**src/rtl/mbist_march_ctrl_if.sv**
```systemverilog
// Address generator and memory-under-test port bundle for the March C- sequencer.
interface mbist_march_ctrl_if #(
  parameter int unsigned ADDR = 8,
  parameter int unsigned DW   = 8
);
  logic [1:0]      addr_en;
  logic            addr_ff;
  logic            addr_done;
  logic [ADDR-1:0] addr;
  logic            mem_cs;
  logic            mem_we;
  logic [DW-1:0]   mem_wdata;
  logic [DW-1:0]   mem_rdata;

  modport master (
    output addr_en, addr_ff, mem_cs, mem_we, mem_wdata,
    input  addr_done, addr, mem_rdata
  );

  modport slave (
    input  addr_en, addr_ff, mem_cs, mem_we, mem_wdata,
    output addr_done, addr, mem_rdata
  );
endinterface

```
**src/rtl/mbist_march_ctrl.sv**
```systemverilog
// March C- sequencer: steps the address generator, issues memory ops, checks reads, logs failures.
module mbist_march_ctrl #(
  parameter int unsigned ADDR = 8,
  parameter int unsigned DW   = 8,
  parameter int unsigned FCW  = 8
) (
  input  logic            clk,
  input  logic            rst_n,
  input  logic            bist_start,
  output logic            bist_busy,
  output logic            bist_done,
  output logic            bist_fail,
  output logic [FCW-1:0]  fail_cnt,
  output logic [ADDR-1:0] fail_addr,
  output logic [2:0]      fail_elem,
  mbist_march_ctrl_if.master bus
);

  localparam int unsigned EW = 3;
  localparam logic [EW-1:0] LAST_ELEM = EW'(5);

  typedef enum logic [1:0] {IDLE, RUN, ALIGN, DONE} state_t;

  state_t          state_q, state_n;
  logic [EW-1:0]   elem_q, elem_n;
  logic            op_q, op_n;
  logic            last_c, start_acc_c;

  logic [1:0]      addr_en_q, addr_en_n;
  logic            addr_ff_q, addr_ff_n;
  logic            cs_q, cs_n;
  logic            we_q, we_n;
  logic [DW-1:0]   wdata_q, wdata_n;
  logic            busy_n, done_n;

  logic            rd_vld_q;
  logic [DW-1:0]   exp_q;
  logic [ADDR-1:0] cap_addr_q;
  logic [EW-1:0]   cap_elem_q;
  logic            mismatch_c;

  // E0 and E5 carry a single op per address; the others carry read then write.
  function automatic logic is_single(input logic [EW-1:0] e);
    return (e == EW'(0)) || (e == LAST_ELEM);
  endfunction

  // Background expected by the read of an element (E2/E4 read ones).
  function automatic logic rd_bg(input logic [EW-1:0] e);
    return (e == EW'(2)) || (e == EW'(4));
  endfunction

  // E3..E5 walk the address space downwards.
  function automatic logic elem_dir(input logic [EW-1:0] e);
    return e >= EW'(3);
  endfunction

  // Next-state sequencing plus next-cycle output decode (outputs are flopped).
  always_comb begin
    state_n     = state_q;
    elem_n      = elem_q;
    op_n        = op_q;
    start_acc_c = 1'b0;
    last_c      = is_single(elem_q) | op_q;
    addr_en_n   = 2'b00;
    addr_ff_n   = 1'b0;
    cs_n        = 1'b0;
    we_n        = 1'b0;
    wdata_n     = '0;
    busy_n      = 1'b0;
    done_n      = 1'b0;

    case (state_q)
      IDLE, DONE: begin
        if (bist_start) begin
          state_n     = RUN;
          elem_n      = '0;
          op_n        = 1'b0;
          start_acc_c = 1'b1;
        end
      end
      RUN: begin
        if (!last_c) begin
          op_n = 1'b1;
        end else begin
          op_n = 1'b0;
          if (bus.addr_done) begin
            if (elem_q == LAST_ELEM) begin
              state_n = ALIGN;
              elem_n  = '0;
            end else begin
              elem_n = elem_q + EW'(1);
            end
          end
        end
      end
      ALIGN:   state_n = DONE;
      default: state_n = IDLE;
    endcase

    case (state_n)
      RUN: begin
        busy_n    = 1'b1;
        cs_n      = 1'b1;
        addr_en_n = {is_single(elem_n) | op_n, elem_dir(elem_n)};
        we_n      = (elem_n == EW'(0)) | op_n;
        if (elem_n != EW'(0) && op_n) wdata_n = {DW{~rd_bg(elem_n)}};
        // E2 write at the top address is its final advance: hold so E3 starts at MAX.
        addr_ff_n = (state_q == RUN) && (elem_n == EW'(2)) && op_n && (bus.addr == '1);
      end
      ALIGN: begin
        busy_n    = 1'b1;
        addr_en_n = 2'b10;
      end
      DONE:    done_n = 1'b1;
      default: ;
    endcase
  end

  // State and registered output flops.
  always_ff @(posedge clk or negedge rst_n) begin
    if (!rst_n) begin
      state_q   <= IDLE;
      elem_q    <= '0;
      op_q      <= 1'b0;
      addr_en_q <= 2'b00;
      addr_ff_q <= 1'b0;
      cs_q      <= 1'b0;
      we_q      <= 1'b0;
      wdata_q   <= '0;
      bist_busy <= 1'b0;
      bist_done <= 1'b0;
    end else begin
      state_q   <= state_n;
      elem_q    <= elem_n;
      op_q      <= op_n;
      addr_en_q <= addr_en_n;
      addr_ff_q <= addr_ff_n;
      cs_q      <= cs_n;
      we_q      <= we_n;
      wdata_q   <= wdata_n;
      bist_busy <= busy_n;
      bist_done <= done_n;
    end
  end

  assign bus.addr_en   = addr_en_q;
  assign bus.addr_ff   = addr_ff_q;
  assign bus.mem_cs    = cs_q;
  assign bus.mem_we    = we_q;
  assign bus.mem_wdata = wdata_q;

  // Read-compare pipe: capture expectation on the read cycle, compare on the next.
  always_ff @(posedge clk or negedge rst_n) begin
    if (!rst_n) begin
      rd_vld_q   <= 1'b0;
      exp_q      <= '0;
      cap_addr_q <= '0;
      cap_elem_q <= '0;
    end else begin
      rd_vld_q   <= (state_q == RUN) && cs_q && !we_q;
      exp_q      <= {DW{rd_bg(elem_q)}};
      cap_addr_q <= bus.addr;
      cap_elem_q <= elem_q;
    end
  end

  assign mismatch_c = rd_vld_q && (bus.mem_rdata != exp_q);

  // Failure log: sticky flag, saturating count, first-fail location.
  always_ff @(posedge clk or negedge rst_n) begin
    if (!rst_n) begin
      bist_fail <= 1'b0;
      fail_cnt  <= '0;
      fail_addr <= '0;
      fail_elem <= '0;
    end else if (start_acc_c) begin
      bist_fail <= 1'b0;
      fail_cnt  <= '0;
      fail_addr <= '0;
      fail_elem <= '0;
    end else if (mismatch_c) begin
      bist_fail <= 1'b1;
      if (fail_cnt != '1) fail_cnt <= fail_cnt + FCW'(1);
      if (!bist_fail) begin
        fail_addr <= cap_addr_q;
        fail_elem <= cap_elem_q;
      end
    end
  end

endmodule

```
**src/flat_wrapper.sv**
```systemverilog
// flat-port wrapper written by rule: the top's interface ports become plain ports
module mbist_march_ctrl_flat 
#(
  parameter int unsigned ADDR = 8,
  parameter int unsigned DW   = 8,
  parameter int unsigned FCW  = 8
)
  (clk, rst_n, bist_start, bist_busy, bist_done, bist_fail, fail_cnt, fail_addr, fail_elem, bus_addr_en, bus_addr_ff, bus_mem_cs, bus_mem_we, bus_mem_wdata, bus_addr_done, bus_addr, bus_mem_rdata);
  mbist_march_ctrl_if #(.ADDR(ADDR), .DW(DW)) bus_i ();
  input  logic clk;
  input  logic rst_n;
  input  logic bist_start;
  output logic bist_busy;
  output logic bist_done;
  output logic bist_fail;
  output logic [FCW-1:0] fail_cnt;
  output logic [ADDR-1:0] fail_addr;
  output logic [2:0] fail_elem;
  output wire logic [$bits(bus_i.addr_en)-1:0] bus_addr_en;
  output wire logic [$bits(bus_i.addr_ff)-1:0] bus_addr_ff;
  output wire logic [$bits(bus_i.mem_cs)-1:0] bus_mem_cs;
  output wire logic [$bits(bus_i.mem_we)-1:0] bus_mem_we;
  output wire logic [$bits(bus_i.mem_wdata)-1:0] bus_mem_wdata;
  input wire logic [$bits(bus_i.addr_done)-1:0] bus_addr_done;
  input wire logic [$bits(bus_i.addr)-1:0] bus_addr;
  input wire logic [$bits(bus_i.mem_rdata)-1:0] bus_mem_rdata;
  assign bus_addr_en = bus_i.addr_en;
  assign bus_addr_ff = bus_i.addr_ff;
  assign bus_mem_cs = bus_i.mem_cs;
  assign bus_mem_we = bus_i.mem_we;
  assign bus_mem_wdata = bus_i.mem_wdata;
  assign bus_i.addr_done = bus_addr_done;
  assign bus_i.addr = bus_addr;
  assign bus_i.mem_rdata = bus_mem_rdata;
  mbist_march_ctrl #(.ADDR(ADDR), .DW(DW), .FCW(FCW)) u_core (.clk(clk), .rst_n(rst_n), .bist_start(bist_start), .bist_busy(bist_busy), .bist_done(bist_done), .bist_fail(bist_fail), .fail_cnt(fail_cnt), .fail_addr(fail_addr), .fail_elem(fail_elem), .bus(bus_i));
endmodule
```
**config.mk**
```make
export PLATFORM = sky130hd
export DESIGN_NAME = mbist_march_ctrl_flat
export DESIGN_NICKNAME = d
export VERILOG_FILES = /design/src/rtl/mbist_march_ctrl_if.sv /design/src/rtl/mbist_march_ctrl.sv /design/src/flat_wrapper.sv
export SDC_FILE = /design/constraint.sdc
export NUM_CORES = 1
export LEC_CHECK = 0
export ABC_AREA = 1
export BUFFER_PORTS_ARGS = -buffer_cell sky130_fd_sc_hd__buf_4
export CAP_MARGIN = 30
export CORE_MARGIN = 2
export CORE_UTILIZATION = 56
export CTS_CLUSTER_SIZE = 10
export DETAILED_ROUTE_END_ITERATION = 16
export GPL_TIMING_DRIVEN = 0
export PLACE_DENSITY = 0.9
export SLEW_MARGIN = 30
export SYNTH_ARGS = -nofsm -noshare
export SYNTH_HDL_FRONTEND = slang
export SYNTH_SLANG_ARGS = --single-unit
export TNS_END_PERCENT = 30
```
**constraint.sdc**
```tcl
create_clock -name clk -period 3.1 [get_ports clk]
set_clock_uncertainty 0.2 [all_clocks]
set_input_delay 0.31 -clock clk [delete_from_list [all_inputs] [get_ports clk]]
set_output_delay 0.31 -clock clk [all_outputs]
set_load 0.01 [all_outputs]
```
======== Word level (Yosys, flattened, before mapping) ========
Cells that the tools add are included.
operators by class
  muxes and demuxes ....................... 34
  add/subtract/negate cells ............... 2
  eq/ne operators ......................... 16
  bitwise gates (word level) .............. 4
  reductions and logical operators ........ 22
  $lt $le $gt $ge ......................... 1
operator list
  kind                                                                                  number
  8-bit 2-to-1 mux                                                                      8
  3-bit 2-to-1 mux                                                                      7
  3-bit == test (second input constant)                                                 4
  1-bit 2-to-1 mux                                                                      11
  8-bit by 1-bit adder with 8-bit output (second input constant)                        1
  2-bit == test (second input constant)                                                 4
  8-bit == test (second input constant)                                                 1
  2-bit 2-to-1 mux                                                                      4
  8-bit inequality test                                                                 1
  8-bit inequality test (second input constant)                                         1
  1-bit logical AND                                                                     7
  3-bit by 2-bit == test with 1-bit output (second input constant)                      2
  3-bit logical NOT                                                                     2
  2-bit one-hot mux with 3 select lines                                                 1
  3-bit one-hot mux with 2 select lines                                                 1
  2-bit by 1-bit == test with 1-bit output (second input constant)                      2
  1-bit logical OR                                                                      4
  2-bit one-hot mux with 2 select lines                                                 1
  2-bit AND reduction                                                                   2
  2-bit nonzero test                                                                    2
  2-bit OR reduction                                                                    2
  3-bit by 1-bit adder with 3-bit output (second input constant)                        1
  3-bit by 2-bit greater-or-equal comparator with 1-bit output (second input constant)  1
  1-bit bitwise OR                                                                      3
  other kinds (6)                                                                       6
word-level totals
  register bits ........................... 54
  output and inout port bits .............. 35

======== Longest topological paths before layout ========
Gate-level depths: netlist of the first run.
  depth in word-level cells ............... 10
  depth in mapped cells ................... 15

======== Worst setup path before layout of the first run ========
Ideal clock, no wire load.
  kind .................................... reg2reg
  from .................................... reg u_core.state_q[0]
  to ...................................... reg u_core.addr_en_q[1] (netlist: u_core.bus.addr_en[1])
  data required time ...................... 2783 ps
  setup time .............................. 117 ps
  buffers on the path ..................... 0
  slack ................................... 1030 ps
  period minus slack after synthesis ...... 2070 ps
  cell stages (with the launch flop) ...... 14
  arrival time ............................ 1753 ps
  cell sequence ........................... dfrtp_1 inv_1 ha_1 inv_2 or2_1 o22ai_1 nand2_1 ha_1 inv_1 nor2_2 nand2_2 nand2_2 nor2_1 nor2_1
on the way
  elaborated cells between the ends (all ways) .. 19
RTL lines
  what                                                                              RTL line                 text
  start, declared                                                                   mbist_march_ctrl.sv:24   state_t state_q, state_n;
  start signal, assigned                                                            mbist_march_ctrl.sv:133  state_q <= state_n;
  2-bit 2-to-1 mux                                                                  mbist_march_ctrl.sv:87   if (elem_q == LAST_ELEM) begin
  2-bit 2-to-1 mux                                                                  mbist_march_ctrl.sv:86   if (bus.addr_done) begin
  2-bit 2-to-1 mux                                                                  mbist_march_ctrl.sv:82   if (!last_c) begin
  2-bit one-hot mux with 3 select lines (*)                                         mbist_march_ctrl.sv:72   case (state_q)
  net u_core.state_n[0]                                                             mbist_march_ctrl.sv:24
  2-bit == test / 2-bit by 1-bit == test with 1-bit output (equally long branches)  mbist_march_ctrl.sv:100  case (state_n)
  2-bit one-hot mux with 2 select lines (*)                                         mbist_march_ctrl.sv:100
  net u_core.addr_en_n[1]                                                           mbist_march_ctrl.sv:29   logic [1:0] addr_en_q, addr_en_n;
  end signal, assigned                                                              mbist_march_ctrl.sv:136  addr_en_q <= addr_en_n;
  end, declared                                                                     mbist_march_ctrl.sv:29
Mark *: on every way through the listed nets, which the timed path passes. The rest lies on a longest branch.
A chain may end at the register's enable or synchronous reset.

======== Worst setup path after layout of the first run ========
Ends and elaborated chain as after synthesis.

==> flow_summary.yaml, run 1 <==
run_status:
  status: "finished, final reports clean"
min_path:
  min_path_type: "flip-flop to flip-flop"
  whs_path_depth: 0
clocking:
  cts-root-buf: "clkbuf_8"
  clock_latency_ns: 0.31
  cts_resized: 0
  cts_tree: "yes"
  numCtsBuffers: 5
  clock-sinks: 47
  postCtsSetupBuffers: 0
  htreeDepth: 2
  clockBufferDepth: 2
  clkTransAtPathRegs_ns: 0.09
logic_synthesis:
  syn_inst: 238
  ys_ff_latch: 47
  synth-seq-area-share: 0.540
  synth_fp_nets: 264
  synth_cell_types: 37
  syn-mean-instance-area_um2: 9.15
  ys_warn_count: 0
  netlist_area_um2: 2180
timing:
  hold_viol: 0
  timing.fmax_mhz: 437
  timing.final.crit_share: 0.738
  rsz0062_at_grt: "false"
  slew_viol_final: 0
  worst_pin_slew_ns: 0.574
  worst_slack_ns: 0.813
  setup_violations: 0
  max_slew_margin: 0.617
  tns_ns: 0
  fin_hold_ws_ns: 0.190
  min_period_ns: 2.29
run:
  cap_violations: 0
floorplan:
  die_x_um: 66.4
  rows: 22
  chipHeight_um: 66.4
  initial_core_util: 0.591
  dieArea_um2: 4400
  ioPinCount: 55
  coreArea_um2: 3690
route:
  via_per_inst: 5.15
  postRouteAntennaNets: 0
  drtPass1Iterations: 4
  vias: 1839
  wl_um: 4690
  wl_per_cell_um: 13.1
  drc: 0
  drt_iter0_drc: 162
final_layout:
  nNetsFinal: 334
  area_growth_pct: 30.8
  fin_util: 0.773
  final_area_um2: 2850
  fillers: 256
  layout.cells.non_filler: 357
  drive_gt1_frac: 0.291
  n_antenna_cell: 0
global_routing:
  grt_pass1_wl_um: 7590
  grt_pass1_vias: 1770
  grt_max_degree: 48
  grt-ovfl-total: 0
  grt_usage: 0.230
  antenna_found_initial: 0
placed_design:
  dp.cells: 340
  io_buffers: 54
  dpl_worst_slack_ns: 0.831
  dpl_cell_area_um2: 2640
  gp_congestion: 0.785
  dp_hpwl_um: 3410
worst_setup_path:
  critical_path_class: "flip-flop to flip-flop"
  end_kind: "flip-flop"
  crit_required_ns: 3.10
  cp.arrival_ns: 2.29
  r2r_cells: 13
  crit_fanout: 4
  cp-start-kind: "flip-flop"
power:
  power_mw: 2.64
  powerDensity_nw_per_um2: 927
  p_leak_nw: 1.53
  vdd_drop_max_uv: 735
## cell usage after synthesis (all sizes together)
master	instances	area [µm²]
a21oi	3	15.0
a31oi	2	12.5
and3	1	6.26
buf	11	80.1
clkbuf	2	7.51
clkinv	1	5.00
dfrtp	47	1180
ha	6	75.1
inv	20	75.1
nand2	62	255
nand3	31	178
nand4	8	50.1
nor2	22	92.6
nor3	6	30.0
nor4	1	6.26
o211ai	1	7.51
o21a	1	7.51
o21ai	4	20.0
o21bai	1	11.3
o22ai	1	6.26
o31ai	2	15.0
o32ai	1	16.3
or2	1	6.26
or3	1	6.26
xnor2	1	8.76
xor2	1	8.76
## sequential cells by signal, indices dropped and copies added (netlist names), 2 cells and up
| register | flops |
|---|---|
| u_core.cap_elem_q | 3 |
| u_core.bus.addr_en | 2 |
| u_core.fail_cnt | 8 |
| u_core.elem_q | 3 |
| u_core.fail_elem | 3 |
| u_core.state_q | 2 |
| u_core.fail_addr | 8 |
| u_core.cap_addr_q | 8 |
## cells by family (layout without fill, tap and decap cells)
| family | after synthesis | in the layout | share of synthesized area |
|---|---|---|---|
| flops | 47 | 47 | 0.540 |
| fa+ha+maj | 6 | 6 | 0.0345 |
| compound gates | 16 | 16 | 0.0511 |
| xor+xnor | 2 | 2 | 0.00804 |
| buf+inv | 34 | 105 | 0.0770 |
| simple gates | 133 | 133 | 0.290 |
## cell type report
cell class	count	area, µm²	share of cell area
Multi-Input combinational cell	157	835	0.293
Clock buffer	5	68.8	0.0241
Clock inverter	3	47.5	0.0167
Tap cell	48	60.1	0.0211
Inverter	21	80.1	0.0281
Sequential cell	47	1180	0.413
Buffer	13	87.6	0.0307
Timing Repair Buffer	63	495	0.174
## power by group
group	internal (mW)	switching [mW]	leakage [nW]
sequential	0.787	0.105	0.607
clock	0.244	0.215	0.0587
combinational	0.523	0.768	0.860
## routing by layer
metal  track usage  vias up  share of wire
met3        0.0477        4          0.038
met5             0        -              0
li1              -      913              -
met2         0.406       43           0.51
met4        0.0765        0         0.0090
met1         0.279      879           0.44
## repair_timing
item                                    in CTS  in global routing
endpoints found under the setup margin       0                  0
hold buffers                                 9                  0
hold endpoints to repair                    55                  0
## final timing paths
path / startpoint / end / slack (ns)
min in group asynchronous: rst_n / u_core.state_q[1]$_DFF_PN0_ / 0.33
worst max register to register: u_core.state_q[0]$_DFF_PN0_ / u_core.bus.addr_en[1]$_DFF_PN0_ / 0.81
max in group asynchronous: rst_n / u_core.cap_elem_q[2]$_DFF_PN0_ / 1.97
worst max-delay path: u_core.state_q[0]$_DFF_PN0_ / u_core.bus.addr_en[1]$_DFF_PN0_ / 0.81
worst min-delay path: u_core.elem_q[2]$_DFF_PN0_ / u_core.cap_elem_q[2]$_DFF_PN0_ / 0.19
worst min register to register: u_core.elem_q[2]$_DFF_PN0_ / u_core.cap_elem_q[2]$_DFF_PN0_ / 0.19
## critical path: stages (launching register included)
cell and delay, ns:
dfrtp_1 0.40, inv_1 0.06, ha_1 0.33, inv_2 0.05, or2_1 0.24, o22ai_1 0.12, nand2_1 0.14, ha_1 0.26
inv_1 0.09, nor2_2 0.05, nand2_2 0.06, nand2_2 0.05, nor2_1 0.10, nor2_1 0.05
## cell usage in the layout, fill, tap and decap left out, drive strengths merged, types with 2 or more instances in the layout
| cell | synthesis | routed |
|---|---|---|
| clkbuf | 2 | 7 |
| inv | 20 | 21 |
| dfrtp | 47 | 47 |
| o21ai | 4 | 4 |
| dlygate4sd3 | 0 | 9 |
| a31oi | 2 | 2 |
| nor2 | 22 | 22 |
| nand3 | 31 | 31 |
| nand2 | 62 | 62 |
| o31ai | 2 | 2 |
| nor3 | 6 | 6 |
| ha | 6 | 6 |
| clkinv | 1 | 2 |
| buf | 11 | 65 |
| a21oi | 3 | 3 |
| nand4 | 8 | 8 |
(Power assumes the default switching activity.)
==> run 2: changes to the inputs <==
--- a/config.mk
+++ b/config.mk
@@ -9,11 +9,11 @@
 export BUFFER_PORTS_ARGS = -buffer_cell sky130_fd_sc_hd__buf_4
 export CAP_MARGIN = 30
 export CORE_MARGIN = 2
-export CORE_UTILIZATION = 56
+export CORE_UTILIZATION = 47
 export CTS_CLUSTER_SIZE = 10
 export DETAILED_ROUTE_END_ITERATION = 16
 export GPL_TIMING_DRIVEN = 0
-export PLACE_DENSITY = 0.9
+export PLACE_DENSITY = 0.81
 export SLEW_MARGIN = 30
 export SYNTH_ARGS = -nofsm -noshare
 export SYNTH_HDL_FRONTEND = slang
==> constraint.sdc (replaced) <==
create_clock -name clk -period 2.1 [get_ports clk]
set_clock_uncertainty 0.2 [all_clocks]
set_input_delay 0.21 -clock clk [delete_from_list [all_inputs] [get_ports clk]]
set_output_delay 0.21 -clock clk [all_outputs]
set_load 0.01 [all_outputs]
==> flow_summary.yaml, run 2 (synthesis results as in run 1) <==
final_layout:
  top_regs: "u_core.cap_addr_q (8), u_core.fail_addr (8), u_core.fail_cnt (8)"
  final_area_um2: 2970
  drive_gt1_frac: 0.338
  n_antenna_cell: 0
  layout.cells.non_filler: 366
  area_growth_pct: 36.2
  nNetsFinal: 339
  mostFrequentLayoutCells: "buf_4, nand2_1, dfrtp_1"
  fin_util: 0.672
  layout_commonest_cell: "buf_4"
route:
  vias: 1860
  via_per_inst: 5.08
  drc: 0
  postRouteAntennaNets: 0
  drt_iter0_drc: 94
  wl_um: 4820
  drtPass1Iterations: 4
  wl_per_cell_um: 13.2
power:
  p_sw_frac: 0.406
  comb_power_share: 0.527
  intPower_mw: 2.52
  power_mw: 4.25
  vdd_drop_max_uv: 1040
  seq_power_share: 0.310
  p_leak_nw: 1.56
  powerDensity_nw_per_um2: 1430
  power_switching_mw: 1.73
  clkPwrFrac: 0.163
placed_design:
  gp_congestion: 0.833
  dp_hpwl_um: 3200
  dp.cells: 344
  io_buffers: 54
  dpl_cell_area_um2: 2650
  dpl_worst_slack_ns: -0.151
worst_setup_path:
  cp-start-kind: "flip-flop"
  r2r-end: "u_core.bus.addr_en[1]$_DFF_PN0_"
  worst-r2r-setup-slack_ns: -0.007
  end_kind: "flip-flop"
  crit_end: "u_core.bus.addr_en[1]$_DFF_PN0_"
  critical_path_class: "flip-flop to flip-flop"
  cp_common_cell: "nor2_1"
  r2r_start: "u_core.state_q[1]$_DFF_PN0_"
  critPathSlowestCell: "dfrtp_1"
  crit_required_ns: 2.14
  cp.arrival_ns: 2.15
  cp_num_cells: 11
  cp_top_family: "simple AND/OR/NAND/NOR gates"
  crit_buf_inv: 3
  crit_start: "u_core.state_q[1]$_DFF_PN0_"
  r2r_cells: 11
  crit_fanout: 3
  slowest_delay_ns: 0.43
  crit_chain: "ha_4 > inv_2 > or2_4 > o22ai_2 > nand2_2 > buf_6 > inv_1 > ha_1 > o21bai_2 > nor2_1 > nor2_1"
floorplan:
  die_x_um: 72.1
  ioPinCount: 55
  dieArea_um2: 5200
  coreArea_um2: 4410
  initial_core_util: 0.493
  rows: 24
  chipHeight_um: 72.1
min_path:
  min_path_type: "input port to flip-flop"
timing:
  rsz0062_at_grt: "true"
  tns_ns: -0.00740
  timing.final.crit_share: 1.00
  fin_hold_ws_ns: 0.122
  worst_slack_ns: -0.00740
  timing.fmax_mhz: 475
  slew_viol_final: 0
  setup_violations: 1
  max_slew_margin: 0.615
  hold_viol: 0
  min_period_ns: 2.11
  worst_pin_slew_ns: 0.577
clocking:
  clkTransAtPathRegs_ns: 0.09
  clockBufferDepth: 2
  clock_latency_ns: 0.31
  cts-root-buf: "clkbuf_8"
  cts_tree: "yes"
  numCtsBuffers: 5
  clock-sinks: 47
  htreeDepth: 2
global_routing:
  antenna_found_initial: 0
  grt_usage: 0.200
  grt_pass1_wl_um: 8040
  grt_max_degree: 48
  grt_pass1_vias: 1776
  grt-ovfl-total: 0
run_status:
  failed_checks: "negative setup slack"
  status: "complete, but fails checks"
run:
  cap_violations: 0
run 2: worst min-delay path by stage:
stage / startpoint / endpoint / cells past startpoint / slack [ns]
floorplan: rst_n / u_core.bist_busy$_DFF_PN0_ / 0 / -0.29
global placement: rst_n / u_core.fail_cnt[2]$_DFFE_PN0P_ / 1 / 0.04
detailed placement: rst_n / u_core.fail_cnt[0]$_DFFE_PN0P_ / 1 / 0.05
CTS: bist_start / u_core.bist_fail$_DFFE_PN0P_ / 4 / 0.11
global route: bist_start / u_core.bist_fail$_DFFE_PN0P_ / 4 / 0.15
finish: bist_start / u_core.bist_fail$_DFFE_PN0P_ / 4 / 0.12
run 2: routing by layer:
layer / vias to the layer above / track usage / routed length, µm
met5: - / 0 / 0
met4: 0 / 0.0734 / 85
met3: 10 / 0.0528 / 269
met2: 48 / 0.347 / 2450
met1: 880 / 0.239 / 2010
li1: 922 / - / -
run 2: power groups by stage:
stage                     Clock [mW]  Sequential [mW]  Combinational (mW)
after floorplan                    0             1.38                1.23
after global placement             0             1.32                1.83
after detailed placement           0             1.33                1.88
after CTS                      0.704             1.31                1.99
after global routing           0.748             1.35                2.49
final                          0.693             1.32                2.24
run 2: repair_timing:
item,CTS,global route
hold buffers,9,0
hold endpoints to repair,55,0
pin swaps,0,5
resized for setup,2,14
setup buffers,2,3
gates cloned,0,0
endpoints found under the setup margin,4,6
run 2: area by class of cell:
cell class                      count  area (µm²)
Timing Repair Buffer               68         537
Fill cell                         343        1450
Sequential cell                    47        1180
Buffer                             13        87.6
Clock buffer                        5        68.8
Tap cell                           52        65.1
Inverter                           21        80.1
Multi-Input combinational cell    157         905
Clock inverter                      3        47.5
run 2: tightest hold or removal path: cells and delay by family:
kind                   cells  cell delay (ns)
buffers and inverters      2             0.22
and+or+nand+nor            2             0.17
